--- config.mk ---
export PLATFORM = sky130hd
export DESIGN_NAME = pdm_capture_writer
export DESIGN_NICKNAME = d
export VERILOG_FILES = /design/src/rtl/pdm_capture_writer.sv
export SDC_FILE = /design/constraint.sdc
export NUM_CORES = 1
export LEC_CHECK = 0
export CAP_MARGIN = 20
export CORE_MARGIN = 1.5
export CORE_UTILIZATION = 47
export CTS_BUF_LIST = sky130_fd_sc_hd__clkbuf_8 sky130_fd_sc_hd__clkbuf_16
export DETAILED_ROUTE_END_ITERATION = 7
export PLACE_DENSITY = 0.73
export SLEW_MARGIN = 15
export SYNTH_ARGS = -nofsm -noshare
export SYNTH_HDL_FRONTEND = slang
export SYNTH_SLANG_ARGS = --single-unit
--- constraint.sdc ---
create_clock -name clk -period 2.2 [get_ports clk]
set_input_delay 0.66 -clock clk [delete_from_list [all_inputs] [get_ports clk]]
set_output_delay 0.66 -clock clk [all_outputs]
set_load 0.02 [all_outputs]
--- src/rtl/pdm_capture_writer.sv ---
// PDM microphone capture: generates mic_clk, samples the 1-bit PDM stream,
// decimates it with a boxcar (ones-count) filter and writes signed 16-bit
// PCM samples into the DelayBuffer write port at a wrapping address.
module pdm_capture_writer #(
  parameter int CLK_HALF = 16,  // clk cycles per mic_clk half-period
  parameter int DECIM    = 64,  // PDM bits per PCM sample (power of 2, 4..256)
  parameter int SHIFT    = 10,  // left shift applied to the centred count
  parameter int ADDR_W   = 16   // DelayBuffer address width
) (
  input  logic              clk,
  input  logic              reset,
  input  logic              enable,
  input  logic              mic_data,
  output logic              mic_clk,
  output logic              mic_lrsel,
  output logic              wr_en,
  output logic [ADDR_W-1:0] wr_addr,
  output logic [15:0]       wr_data,
  output logic              buf_wrapped
);

  localparam int DIV_W = (CLK_HALF > 1) ? $clog2(CLK_HALF) : 1;
  localparam int BIT_W = $clog2(DECIM);
  localparam int CNT_W = BIT_W + 1;  // holds a full count of DECIM

  localparam logic [DIV_W-1:0]   DIV_LAST = DIV_W'(CLK_HALF - 1);
  localparam logic [BIT_W-1:0]   BIT_LAST = BIT_W'(DECIM - 1);
  localparam logic signed [47:0] HALF_CNT = 48'(DECIM / 2);
  localparam logic signed [47:0] SAT_MAX  = 48'sd32767;
  localparam logic signed [47:0] SAT_MIN  = -48'sd32768;

  typedef enum logic [1:0] {
    IDLE,
    CAPTURE,
    WRITE
  } state_t;

  state_t            state_reg, state_next;
  logic [1:0]        sync_reg;
  logic [DIV_W-1:0]  div_cnt_reg, div_cnt_next;
  logic              mic_clk_reg, mic_clk_next;
  logic [BIT_W-1:0]  bit_cnt_reg, bit_cnt_next;
  logic [CNT_W-1:0]  acc_reg, acc_next;
  logic              wr_en_reg, wr_en_next;
  logic [ADDR_W-1:0] wr_addr_reg, wr_addr_next;
  logic [15:0]       wr_data_reg, wr_data_next;
  logic              wrapped_reg, wrapped_next;

  logic              rise;
  logic [CNT_W-1:0]  final_cnt;
  logic signed [47:0] centred;
  logic signed [47:0] scaled;
  logic [15:0]       sample;

  // Two-flop synchronizer for the asynchronous PDM input.
  always_ff @(posedge clk) begin
    if (reset) begin
      sync_reg <= 2'b00;
    end else begin
      sync_reg <= {sync_reg[0], mic_data};
    end
  end

  // A rise is the cycle in which the divider is about to drive mic_clk 0->1.
  assign rise = (state_reg != IDLE) && (div_cnt_reg == DIV_LAST) && !mic_clk_reg;

  // Count including the bit taken on this rise; becomes the sample on the last bit.
  always_comb begin
    final_cnt = acc_reg + CNT_W'(sync_reg[1]);
    centred   = $signed({{(48 - CNT_W){1'b0}}, final_cnt}) - HALF_CNT;
    scaled    = centred <<< SHIFT;
    if (scaled > SAT_MAX) begin
      sample = 16'h7FFF;
    end else if (scaled < SAT_MIN) begin
      sample = 16'h8000;
    end else begin
      sample = scaled[15:0];
    end
  end

  // Capture FSM: accumulate DECIM bits, then one write cycle, then repeat.
  always_comb begin
    state_next   = state_reg;
    bit_cnt_next = bit_cnt_reg;
    acc_next     = acc_reg;
    wr_en_next   = 1'b0;
    wr_addr_next = wr_addr_reg;
    wr_data_next = wr_data_reg;
    wrapped_next = wrapped_reg;
    case (state_reg)
      IDLE: begin
        if (enable) begin
          state_next   = CAPTURE;
          bit_cnt_next = '0;
          acc_next     = '0;
        end
      end
      CAPTURE: begin
        if (!enable) begin
          // Partial window is thrown away; address and wrap flag are kept.
          state_next   = IDLE;
          bit_cnt_next = '0;
          acc_next     = '0;
        end else if (rise) begin
          acc_next     = final_cnt;
          bit_cnt_next = bit_cnt_reg + BIT_W'(1);
          if (bit_cnt_reg == BIT_LAST) begin
            state_next   = WRITE;
            wr_en_next   = 1'b1;
            wr_data_next = sample;
          end
        end
      end
      WRITE: begin
        wr_addr_next = wr_addr_reg + ADDR_W'(1);
        if (wr_addr_reg == {ADDR_W{1'b1}}) begin
          wrapped_next = 1'b1;
        end
        bit_cnt_next = '0;
        acc_next     = '0;
        state_next   = enable ? CAPTURE : IDLE;
      end
      default: begin
        state_next = IDLE;
      end
    endcase
  end

  // mic_clk divider: free-running while capturing, parked low in (or on the way to) IDLE.
  always_comb begin
    div_cnt_next = div_cnt_reg;
    mic_clk_next = mic_clk_reg;
    if (state_reg == IDLE || state_next == IDLE) begin
      div_cnt_next = '0;
      mic_clk_next = 1'b0;
    end else if (div_cnt_reg == DIV_LAST) begin
      div_cnt_next = '0;
      mic_clk_next = ~mic_clk_reg;
    end else begin
      div_cnt_next = div_cnt_reg + DIV_W'(1);
    end
  end

  // State and output registers; reset wins over everything, including WRITE.
  always_ff @(posedge clk) begin
    if (reset) begin
      state_reg   <= IDLE;
      div_cnt_reg <= '0;
      mic_clk_reg <= 1'b0;
      bit_cnt_reg <= '0;
      acc_reg     <= '0;
      wr_en_reg   <= 1'b0;
      wr_addr_reg <= '0;
      wr_data_reg <= '0;
      wrapped_reg <= 1'b0;
    end else begin
      state_reg   <= state_next;
      div_cnt_reg <= div_cnt_next;
      mic_clk_reg <= mic_clk_next;
      bit_cnt_reg <= bit_cnt_next;
      acc_reg     <= acc_next;
      wr_en_reg   <= wr_en_next;
      wr_addr_reg <= wr_addr_next;
      wr_data_reg <= wr_data_next;
      wrapped_reg <= wrapped_next;
    end
  end

  assign mic_clk     = mic_clk_reg;
  assign mic_lrsel   = 1'b1;
  assign wr_en       = wr_en_reg;
  assign wr_addr     = wr_addr_reg;
  assign wr_data     = wr_data_reg;
  assign buf_wrapped = wrapped_reg;

endmodule
==> impl_results.md <==
- Met1 GRT Util: 23.5%
- Die width: 70.8 um
- Leak: 0.906 nW
- CTS tree: built
- Final setup TNS: 0 ns
- Most numerous cell in the Yosys netlist: dfxtp_1
- RSZ-0062 raised after global routing: false
- Setup Viol. Count Final: 0
- PortBufs: 38
- P per Cell Area: 533 nW/um^2
- GR Util met3: 3.85%
- Worst EP arrival: 1.38 ns
- Die area: 5020 um^2
- CTS clock-pin slew for the worst setup and hold paths: 0.08 ns
- Worst path slowest cell: clkdlybuf4s50_1
- Synth top cells by count: dfxtp_1, nor2_1, xnor2_1, nand3_1
- Peak Freq: 0.490 GHz
- Max Cap Violations: 0
- Hold-fix buffers, CTS: 0
- Slew of the pin with the lowest slew margin: 0.597 ns
- Status: complete, no violations
- Sw frac: 22.3%
- Final wirelength: 4.07 mm
- CTS Buf Count: 5
- Number of I/O pins: 40
- WP buf/inv: 1
- Seq pwr share: 60.7%
- Top cells by area, synth: dfxtp_1, nor2_1, xnor2_1
- Initial DRC Count: 71
- Nets: 280
- Mapped Nets: 246
- Via density: 5.23
- Routed vias: 1,693
- Clk_lat worst skew: 0.30 ns
- WL/cell: 12.5 um
- Setup Skew: 0.00419 ns
- # DRC: 0
- Filler Cell Count: 402
- Area of the core: 4380 um^2
- CP Launch Type: flop
- Die H: 70.8 um
- Synth warn: 0
- Minimum clock period: 2.04 ns
- Crit Path Class: reg2out
- CTS H-tree lvls: 2
- Post-DP Area: 2560 um^2
- VDD IR max: 0.339 mV
- Initial core utilization: 49.3%
- Layout cell share with drive strength beyond 1: 8.09%
- Grt met2 use: 24.8%
- Setup WS pre-CTS: -0.0406 ns
- Combinational share of power: 3.8%
- # diodes: 0
- Final Worst Setup Slack: 0.160 ns
- Cell taking the most area after synthesis: dfxtp_1
- Hold WS: 0.455 ns
- Number of global-route vias before repair: 1,439
- Flops & latches, synth: 47
- Internal: 1.10 mW
- Initial antenna violation count: 0
- First-pass GRT wire length: 6.80 mm
- NetSw: 314 uW
- Mapped Cells: 237
- Synth Cell Area: 2160 um^2
- Final ANT Viol Nets: 0
- Root Driver: clkbuf_8
- Most used routing layer: met2
- Number of library cell types mapped by synthesis: 47
- DP Wirelength: 2.97 mm
- Delay-heaviest family, CP: buffers and inverters
- CTS max path bufs: 2
- Largest net degree at the start of global routing: 19
- Number of synthesized flops with an enable pin: 0
- Slew headroom: 59.9%
- GP Congestion: 0.791
- Post-route design area: 2640 um^2
- Seq/Total Area, Yosys: 43.5%
- Ys flop type: dfxtp_1
- Sink Count: 47
- Area delta synth->final: 22.3%
- Critical path endpoint category: output pin
- Hold Violations, Final: 0
- Grt ovf: 0
- CP Data Required Time: 1.54 ns
- Tcrit/Tclk final: 92.7%
- Rows: 24
- Number of detailed-route iterations in the first pass: 4
- Slew Limit Fails: 0
- Top-area cell type share of the netlist area: 43.5%
- Mapped Avg Cell Area: 9.12 um^2
- Clock power frac: 35.5%
- Overall global routing resource usage: 16.8%
- Peak fanout along the critical path: 6
- Peak per-stage delay on the critical path: 0.64 ns
- Max reg flops: 16
- Ys async rst share: 0%
- Crit path cell chain: clkdlybuf4s50_1
- Worst min path class: reg2reg
==> final cells by class <==
type / count / area [um^2] / area share [%]
Tap cell: 52 / 65.1 / 2.46
Multi-Input combinational cell: 164 / 1080 / 40.7
Clock inverter: 3 / 16.3 / 0.615
Clock buffer: 5 / 68.8 / 2.60
Inverter: 8 / 30.0 / 1.14
Timing Repair Buffer: 45 / 445 / 16.8
Sequential cell: 47 / 942 / 35.6
==> layer usage <==
layer	wire [um]	vias to the layer above
met5	0	-
met4	65	0
met3	163	7
met2	1810	41
met1	2030	751
li1	-	894
==> cells in the final DEF (no fill, tap or decap), types with 4 or more instances in the layout <==
cell,synthesis,final
ha_1,5,5
xnor2_1,12,12
nand3_1,11,11
buf_4,10,6
a21oi_1,9,9
a31oi_1,5,5
nor2_1,31,31
nor3_1,7,7
o21bai_1,4,4
clkbuf_8,0,5
nor4_1,4,4
nand2b_1,6,6
clkdlybuf4s50_1,0,38
nor2b_1,5,5
nand2_1,10,10
xor2_1,6,6
inv_1,8,9
nand4_1,5,5
dfxtp_1,47,46
==> timing repair <==
item | CTS | global route
resized for setup | 0 | 1
setup buffers | 0 | 0
endpoints found under the hold margin | 0 | 0
endpoints found under the setup margin | 0 | 3
==> power groups by stage <==
stage          Sequential (mW)  Combinational [mW]  Clock (mW)
2_1_floorplan            0.874              0.0345           0
3_3_place_gp             0.876              0.0527           0
3_5_place_dp             0.876              0.0534           0
4_1_cts                  0.856              0.0537       0.517
5_1_grt                  0.857              0.0591       0.557
6_report                 0.856              0.0534       0.501
==> logic make-up (layout without fill, tap and decap cells) <==
| group | Yosys count | after routing | share of synthesized area [%] |
|---|---|---|---|
| AO/OA/AOI/OAI | 41 | 41 | 14.0 |
| XOR/XNOR | 18 | 18 | 7.29 |
| adder cells (fa/ha/maj) | 5 | 5 | 2.89 |
| buffers and inverters | 26 | 61 | 6.71 |
| flip-flops | 47 | 47 | 43.5 |
| multiplexers | 4 | 4 | 1.91 |
| other | 1 | 1 | 0.173 |
| AND/OR/NAND/NOR | 95 | 95 | 23.5 |
==> metrics by stage <==
step	power [mW]	util, %	std cells
after floorplan	0.908	-	237
after global placement	0.929	58.3	316
after detailed placement	0.930	58.3	316
after CTS	1.43	60.3	324
after global routing	1.47	60.3	324
final	1.41	60.3	324
==> path summary, 6_finish.rpt <==
check	depth (start not counted)	endpoint	slack, ns	from
hold / removal	1	sync_reg[1]$_SDFF_PP0_	0.45	sync_reg[0]$_SDFF_PP0_
setup reg to reg	6	wr_data[10]$_SDFFE_PP0P_	0.36	sync_reg[1]$_SDFF_PP0_
hold reg to reg	1	sync_reg[1]$_SDFF_PP0_	0.45	sync_reg[0]$_SDFF_PP0_
setup / recovery	1	wr_addr[5]	0.16	wr_addr[5]$_SDFFE_PP0P_
No activity file was read; power rests on OpenSTA's default activity.
